===== config.mk =====
export PLATFORM = sky130hd
export DESIGN_NAME = uart_rx_cfg
export DESIGN_NICKNAME = d
export VERILOG_FILES = /design/src/rtl/uart_rx_cfg.sv
export SDC_FILE = /design/constraint.sdc
export NUM_CORES = 1
export LEC_CHECK = 0
export CORE_MARGIN = 2
export CORE_UTILIZATION = 35
export DETAILED_ROUTE_END_ITERATION = 7
export RECOVER_POWER = 50
export SETUP_SLACK_MARGIN = 0.5
export SKIP_CTS_REPAIR_TIMING = 1
export SLEW_MARGIN = 20
export SYNTH_ARGS = -nofsm -noshare
export SYNTH_HDL_FRONTEND = slang
export SYNTH_SLANG_ARGS = --single-unit

===== constraint.sdc =====
create_clock -name clk -period 4 [get_ports clk]
set_input_delay 0.6 -clock clk [delete_from_list [all_inputs] [get_ports clk]]
set_output_delay 0.6 -clock clk [all_outputs]
set_load 0.005 [all_outputs]

===== src/rtl/uart_rx_cfg.sv =====
// Configurable UART receiver with 3-sample majority voting and false-start rejection.
// Also provides break detection and a one-entry valid/ready output buffer with overrun pulse.
module uart_rx_cfg #(
    parameter int N_BIT      = 8,
    parameter int OVERSAMPLE = 16,
    parameter int STOP_BITS  = 1
) (
    input  logic             clk,
    input  logic             rst_n,
    input  logic             s_tick,
    input  logic             rx,
    input  logic [1:0]       parity_mode,
    output logic [N_BIT-1:0] dout,
    output logic             dout_valid,
    input  logic             dout_ready,
    output logic             parity_err,
    output logic             frame_err,
    output logic             break_det,
    output logic             overrun
);

    localparam int TW = $clog2(OVERSAMPLE);
    localparam int BW = $clog2(N_BIT + 1);

    localparam logic [TW-1:0] T_LAST = TW'(OVERSAMPLE - 1);
    localparam logic [TW-1:0] T_S0   = TW'(OVERSAMPLE / 2 - 1);
    localparam logic [TW-1:0] T_S1   = TW'(OVERSAMPLE / 2);
    localparam logic [TW-1:0] T_VOTE = TW'(OVERSAMPLE / 2 + 1);
    localparam logic [BW-1:0] B_LAST = BW'(N_BIT - 1);
    localparam logic [BW-1:0] S_LAST = BW'(STOP_BITS - 1);

    typedef enum logic [2:0] {
        S_IDLE,
        S_START,
        S_DATA,
        S_PARITY,
        S_STOP,
        S_BRK_WAIT
    } state_t;

    state_t            state_q, state_d;
    logic              rx_meta_q, rx_meta_d;
    logic              rx_s_q, rx_s_d;
    logic [TW-1:0]     tick_cnt_q, tick_cnt_d;
    logic [BW-1:0]     bit_cnt_q, bit_cnt_d;
    logic [1:0]        samp_q, samp_d;
    logic [N_BIT-1:0]  shift_q, shift_d;
    logic              par_en_q, par_en_d;
    logic              par_odd_q, par_odd_d;
    logic              pe_q, pe_d;
    logic              fe_q, fe_d;
    logic              zero_q, zero_d;
    logic [N_BIT-1:0]  dout_q, dout_d;
    logic              dout_valid_q, dout_valid_d;
    logic              parity_err_q, parity_err_d;
    logic              frame_err_q, frame_err_d;
    logic              break_det_q, break_det_d;
    logic              overrun_q, overrun_d;

    logic tick_en, at_vote, at_wrap, vote, par_exp, complete, fe_nx, brk_nx;

    assign vote = (samp_q[0] & samp_q[1]) | (samp_q[0] & rx_s_q) | (samp_q[1] & rx_s_q);
    assign par_exp = par_odd_q ? ~^shift_q : ^shift_q;

    always_comb begin
        // NOTE: every variable gets a default before any branch so no latch is inferred.
        state_d      = state_q;
        rx_meta_d    = rx;
        rx_s_d       = rx_meta_q;
        tick_cnt_d   = tick_cnt_q;
        bit_cnt_d    = bit_cnt_q;
        samp_d       = samp_q;
        shift_d      = shift_q;
        par_en_d     = par_en_q;
        par_odd_d    = par_odd_q;
        pe_d         = pe_q;
        fe_d         = fe_q;
        zero_d       = zero_q;
        dout_d       = dout_q;
        dout_valid_d = dout_valid_q;
        parity_err_d = parity_err_q;
        frame_err_d  = frame_err_q;
        break_det_d  = break_det_q;
        overrun_d    = 1'b0;
        complete     = 1'b0;
        fe_nx        = fe_q | ~vote;
        brk_nx       = zero_q & ~vote;

        tick_en = s_tick && (state_q == S_START || state_q == S_DATA ||
                             state_q == S_PARITY || state_q == S_STOP);
        at_vote = tick_en && (tick_cnt_q == T_VOTE);
        at_wrap = tick_en && (tick_cnt_q == T_LAST);

        if (tick_en) begin
            tick_cnt_d = at_wrap ? '0 : tick_cnt_q + TW'(1);
            if (tick_cnt_q == T_S0) samp_d[0] = rx_s_q;
            if (tick_cnt_q == T_S1) samp_d[1] = rx_s_q;
        end

        unique case (state_q)
            S_IDLE: begin
                if (!rx_s_q) begin
                    state_d    = S_START;
                    tick_cnt_d = '0;
                    bit_cnt_d  = '0;
                    par_en_d   = (parity_mode == 2'b01) || (parity_mode == 2'b10);
                    par_odd_d  = (parity_mode == 2'b10);
                    pe_d       = 1'b0;
                    fe_d       = 1'b0;
                    zero_d     = 1'b1;
                end
            end
            S_START: begin
                if (at_vote && vote) begin
                    state_d = S_IDLE;
                end else if (at_wrap) begin
                    state_d   = S_DATA;
                    bit_cnt_d = '0;
                end
            end
            S_DATA: begin
                // Shifting in at the MSB leaves the first-received bit in shift_q[0].
                if (at_vote) begin
                    shift_d = {vote, shift_q[N_BIT-1:1]};
                    zero_d  = zero_q & ~vote;
                end
                if (at_wrap) begin
                    if (bit_cnt_q == B_LAST) begin
                        bit_cnt_d = '0;
                        state_d   = par_en_q ? S_PARITY : S_STOP;
                    end else begin
                        bit_cnt_d = bit_cnt_q + BW'(1);
                    end
                end
            end
            S_PARITY: begin
                if (at_vote) begin
                    zero_d = zero_q & ~vote;
                    if (vote != par_exp) pe_d = 1'b1;
                end
                if (at_wrap) begin
                    state_d   = S_STOP;
                    bit_cnt_d = '0;
                end
            end
            S_STOP: begin
                if (at_vote) begin
                    fe_d   = fe_nx;
                    zero_d = brk_nx;
                    if (bit_cnt_q == S_LAST) begin
                        complete = 1'b1;
                        state_d  = rx_s_q ? S_IDLE : S_BRK_WAIT;
                    end
                end
                if (at_wrap) bit_cnt_d = bit_cnt_q + BW'(1);
            end
            S_BRK_WAIT: begin
                if (rx_s_q) state_d = S_IDLE;
            end
            default: state_d = S_IDLE;
        endcase

        // A completing word may replace the held one only if that word is consumed this cycle.
        if (complete) begin
            if (!dout_valid_q || dout_ready) begin
                dout_d       = shift_q;
                parity_err_d = pe_q;
                frame_err_d  = fe_nx;
                break_det_d  = brk_nx;
                dout_valid_d = 1'b1;
            end else begin
                overrun_d = 1'b1;
            end
        end else if (dout_valid_q && dout_ready) begin
            dout_valid_d = 1'b0;
        end
    end

    always_ff @(posedge clk) begin
        if (!rst_n) begin
            // NOTE: datapath registers are reset too, so every output reads 0 after reset.
            state_q      <= S_IDLE;
            rx_meta_q    <= 1'b1;
            rx_s_q       <= 1'b1;
            tick_cnt_q   <= '0;
            bit_cnt_q    <= '0;
            samp_q       <= 2'b11;
            shift_q      <= '0;
            par_en_q     <= 1'b0;
            par_odd_q    <= 1'b0;
            pe_q         <= 1'b0;
            fe_q         <= 1'b0;
            zero_q       <= 1'b0;
            dout_q       <= '0;
            dout_valid_q <= 1'b0;
            parity_err_q <= 1'b0;
            frame_err_q  <= 1'b0;
            break_det_q  <= 1'b0;
            overrun_q    <= 1'b0;
        end else begin
            // NOTE: non-blocking assignments keep all flops updating from pre-edge values.
            state_q      <= state_d;
            rx_meta_q    <= rx_meta_d;
            rx_s_q       <= rx_s_d;
            tick_cnt_q   <= tick_cnt_d;
            bit_cnt_q    <= bit_cnt_d;
            samp_q       <= samp_d;
            shift_q      <= shift_d;
            par_en_q     <= par_en_d;
            par_odd_q    <= par_odd_d;
            pe_q         <= pe_d;
            fe_q         <= fe_d;
            zero_q       <= zero_d;
            dout_q       <= dout_d;
            dout_valid_q <= dout_valid_d;
            parity_err_q <= parity_err_d;
            frame_err_q  <= frame_err_d;
            break_det_q  <= break_det_d;
            overrun_q    <= overrun_d;
        end
    end

    assign dout       = dout_q;
    assign dout_valid = dout_valid_q;
    assign parity_err = parity_err_q;
    assign frame_err  = frame_err_q;
    assign break_det  = break_det_q;
    assign overrun    = overrun_q;

endmodule

==> metrics, run 1 <==
Vias=1651; Clock Skew=0.00526 ns; Syn Area/Cell=9.12 um2; Yosys cell types=52; Max FO, Critical Path=11; FF-to-FF End=break_det; fin area=2490 um2; Least-Margin Pin Slew=0.919 ns; via/cell ratio=5.03; # Max-Cap Violations=0; Layout area overhead=15.6%; WHS Path Cells=1; TritonCTS clock tree=done; Post-synth ARST share=0; final hold viol count=0; power density cells=378 nW/um2; First-pass DRT Iterations=4; Post-synth top flop=dfxtp_1; Final Slew Violations=0; Yosys reg bits=41; Crit Reg-Reg Startpoint=state_q[0]; HPWL Detailed=3070 um; dpl cell area=2380 um2; Worst Setup End Kind=register; routed len/inst=13.1 um; CP Launch Point=s_tick; Nets=265; first-pass GRT wire length=7480 um; clock-pin slew on the worst setup and hold paths=0.08 ns; worst-skew pair later-pin latency=0.30 ns; largest net degree at the start of global routing=24; syn nets=249; hold_sp=rx_meta_q; class of the worst hold path=register to register; initial core utilization=0.363; synth top area cells=dfxtp_1 (38%), a21boi_2 (5.2%), mux2i_1 (5.1%), nand2_1 (4.5%), ha_1 (3.5%); Initial DRC Count=62; yosys warns=0; GPL Wtd Cong=0.842; data arrival time of the worst path=2.73 ns; std cell rows=28; clock sink total=41; Root Driver=clkbuf_8; DRT Wirelength=4310 um; setup TNS=0 ns; fin crit share=0.624; width of the die=82.4 um; number of antenna diodes=0; # IOs=20; fmax=0.401 GHz; Pleak=0.902 nW; IO buf count=19; RSZ-0062 raised after global routing=false; Worst Reg-to-Reg Cells=5; status=complete, no violations; GRT Overall Usage=0.146; total congestion overflow=0; Remaining DRCs=0; area leader, netlist=dfxtp_1; Post-synth EDFFs=0; Critical Path RT=4.24 ns; final setup fails=0; WHS Endpoint=rx_s_q; min Tclk post-route=2.50 ns; H-tree depth=2; Worst slew margin=0.382; Crit Path Category=primary input to register; CTS max path bufs=2; Mapped Cells=236; Die Span Y=82.4 um; die area=6790 um2; register-to-register path setup slack=1.60 ns; top-area cell type share of the netlist area=0.381; Cell Area, Synth=2150 um2; vias in the first global route=1544; initial antenna violation count=0; core area=5920 um2; Seq/Total Area, Yosys=0.381; layout cells sized above 1=0.150; CP Launch Type=primary input; Antenna Nets Post-Route=0; VDD IR max=0.000148 V; Num CTS Buffers=5
[synthesized netlist by cell type (2+ instances only)]
cell	number
nor3b_1	2
and3_1	4
xnor2_1	7
nand4b_1	2
mux2i_1	11
nand2_1	26
o21a_1	2
buf_6	2
inv_1	8
clkbuf_1	6
nor2_1	13
nor2b_1	11
dfxtp_1	41
a21oi_1	8
a21o_1	2
nor4_2	2
nand2b_1	4
a21boi_1	3
nand3_1	9
buf_2	2
a21boi_2	10
o22ai_1	2
or3b_2	2
o21ai_0	9
o211a_1	2
xor2_1	3
nor3_1	4
ha_1	6
nand2_2	10
[logic make-up after synthesis]
family          synth area share
compound gates             0.179
xor+xnor                  0.0407
fa+ha+maj                 0.0349
buf+inv                   0.0430
flops                      0.381
mux                       0.0512
simple gates               0.270
[layout by cell type (no fill, tap or decap), types with 3 or more instances in the layout]
| cell | netlist | routed |
|---|---|---|
| dfxtp_1 | 41 | 41 |
| nand2_1 | 26 | 26 |
| dlygate4sd3_1 | 0 | 14 |
| nor2_1 | 13 | 13 |
| nor2b_1 | 11 | 11 |
| mux2i_1 | 11 | 11 |
| o21ai_0 | 9 | 10 |
| nand2_2 | 10 | 10 |
| a21boi_2 | 10 | 10 |
| nand3_1 | 9 | 9 |
| inv_1 | 8 | 8 |
| a21oi_1 | 8 | 8 |
| xnor2_1 | 7 | 7 |
| ha_1 | 6 | 6 |
| clkbuf_8 | 0 | 5 |
| clkdlybuf4s50_1 | 0 | 5 |
| nand2b_1 | 4 | 4 |
| nor3_1 | 4 | 4 |
| and3_1 | 4 | 4 |
| xor2_1 | 3 | 3 |
[per-layer routing]
metal  global-route usage  up-vias  share of wire
li1                     -      850              -
met1                0.193      761           0.48
met2                0.226       31           0.45
met3               0.0391        9          0.043
met4               0.0583        0          0.024
met5                    0        -              0
[how the worst max path moves through the flow]
| stage | end | slack [ns] | cells after the start |
|---|---|---|---|
| floorplan | break_det | 2.10 | 6 |
| global placement | break_det | 1.18 | 6 |
| detailed placement | break_det | 1.15 | 6 |
| CTS | break_det | 1.47 | 6 |
| global route | break_det | 1.31 | 6 |
| finish | break_det | 1.50 | 6 |
[cell type report]
type	count	area, um2
timing repair buffer	20	194
fill	600	3430
clock inverter	3	46.3
multi-input combinational	176	1230
sequential	41	821
tap	75	93.8
inverter	8	30.0
clock buffer	5	68.8
[sequential cells by signal (all words and copies together), names as in the netlist, 2 cells and up]
| name | cells |
|---|---|
| bit_cnt_q | 4 |
| state_q | 3 |
| shift_q | 8 |
| tick_cnt_q | 4 |
| samp_q | 2 |
| dout | 8 |
[power breakdown]
group          internal [mW]  switching [mW]
Combinational         0.0652          0.0805
Sequential             0.420          0.0317
Clock                  0.187           0.156
[worst max-delay path, stage by stage]
cell             delay, ns
clkdlybuf4s50_1       0.52
and4b_1               0.26
nand3_4               0.16
nor4_2                0.83
nand3_1               0.19
a21boi_2              0.16
[metrics by stage]
stage	cells	setup slack [ns]	utilization	hold WS [ns]	total power, mW
5_1_grt	328	1.31	0.420	0.436	0.994
3_3_place_gp	320	1.18	0.402	0.390	0.611
3_5_place_dp	320	1.15	0.402	0.396	0.613
2_1_floorplan	236	2.10	-	0.386	0.579
4_1_cts	328	1.47	0.422	0.417	0.954
6_report	328	1.50	0.420	0.415	0.940
Note: power is estimated with default switching activity, not from simulation.
==> inputs of run 2 (changes only) <==
- clock period: 4 -> 2.5 ns (I/O delays scaled with it)
==> metrics, run 2 (synthesized netlist as in run 1, its figures left out) <==
status=complete, no violations; DRT Wirelength=4410 um; Antenna Nets Post-Route=0; routed len/inst=13.1 um; vias in the first global route=1455; hold_sp=rx_meta_q; class of the worst hold path=register to register; first-pass GRT wire length=7170 um; CTS max path bufs=2; most frequent cells in the layout=dfxtp_1 (38), nand2_1 (26), dlygate4sd3_1 (14); initial core utilization=0.363; Worst Reg-to-Reg Cells=7; Least-Margin Pin Slew=1.09 ns; via/cell ratio=5.05; VDD IR max=0.000241 V; Clock Skew=0.00639 ns; Final Slew Violations=0; First-pass DRT Iterations=4; Cells after DPL=328; Pleak=0.955 nW; Finished Core Util=0.428; Root Driver=clkbuf_8; layout cells sized above 1=0.176; crit-path cells=or3_1, nand3_1, clkbuf_1, nor4_4, buf_4, nor2_1, nor3b_1; fin cells=336; initial antenna violation count=0; clock-pin slew on the worst setup and hold paths=0.08 ns; # IOs=20; fin crit share=0.842; TritonCTS clock tree=done; Worst Setup End Kind=register; core area=5920 um2; # Max-Cap Violations=0; Remaining DRCs=0; number of antenna diodes=0; RSZ-0062 raised after global routing=false; Tot Pwr=1.48 mW; Critical Path RT=2.71 ns; power density cells=584 nW/um2; CP Launch Type=register; Max FO, Critical Path=14; GPL Wtd Cong=0.804; clock sink total=41; final setup fails=0; Crit Reg-Reg Startpoint=state_q[1]; std cell rows=28; Slowest cell on crit path=dfxtp_1; fmax=0.475 GHz; Die Span Y=82.4 um; fillers=590; WHS Endpoint=rx_s_q; Num CTS Buffers=5; Crit path largest cell delay=0.59 ns; worst-skew pair later-pin latency=0.29 ns; register-to-register path setup slack=0.39 ns; width of the die=82.4 um; die area=6790 um2; FF-to-FF End=frame_err; Vias=1697; Worst slew margin=0.267; WHS Path Cells=1; Nets=274; Initial DRC Count=95; H-tree depth=2; WHS=0.412 ns; data arrival time of the worst path=2.32 ns; total congestion overflow=0; largest net degree at the start of global routing=16; setup TNS=0 ns; Crit Path Category=register to register; min Tclk post-route=2.11 ns; commonest non-fill, non-tap cell in the layout=dfxtp_1; Layout area overhead=17.7%; GRT Overall Usage=0.137; HPWL Detailed=3220 um; IO buf count=19; final hold viol count=0
[run 2: worst max-delay path, delay by kind of cell (launching register included)]
kind                   cells  cell delay (ns)
flip-flops                 1             0.59
buffers and inverters      2             0.46
AND/OR/NAND/NOR            5             0.98
[run 2: layer usage]
| layer | share of wire | track usage | up-vias |
|---|---|---|---|
| li1 | - | - | 877 |
| met2 | 0.45 | 0.213 | 23 |
| met3 | 0.036 | 0.0304 | 4 |
| met5 | 0 | 0 | - |
| met4 | 0.0095 | 0.0400 | 0 |
| met1 | 0.51 | 0.190 | 793 |
[run 2: final cells by class]
type | instances | area, um2 | share of cell area
clock buffers | 5 | 68.8 | 0.0272
clock inverters | 2 | 35.0 | 0.0138
flip-flops and latches | 41 | 825 | 0.325
repair buffers | 29 | 258 | 0.102
well taps | 75 | 93.8 | 0.0370
inverters | 8 | 30.0 | 0.0119
multi-input cells | 176 | 1220 | 0.483
[run 2: metrics by stage]
stage | area [um2] | setup WS [ns]
2_1_floorplan | 2150 | 0.683
3_3_place_gp | 2440 | 0.191
3_5_place_dp | 2440 | 0.170
4_1_cts | 2540 | 0.413
5_1_grt | 2530 | 0.258
6_report | 2530 | 0.394
[run 2: how the worst max path moves through the flow]
stage / depth (start not counted) / to / from / slack, ns
floorplan: 7 / break_det / tick_cnt_q[0] / 0.68
global placement: 6 / frame_err / s_tick / 0.19
detailed placement: 6 / frame_err / s_tick / 0.17
global route: 7 / frame_err / state_q[1] / 0.26
CTS: 5 / frame_err / state_q[0] / 0.41
finish: 7 / frame_err / state_q[1] / 0.39
[run 2: power by group]
group,switching [mW],total [mW],internal (mW)
Combinational,0.127,0.233,0.106
Sequential,0.0507,0.725,0.674
Clock,0.230,0.521,0.291
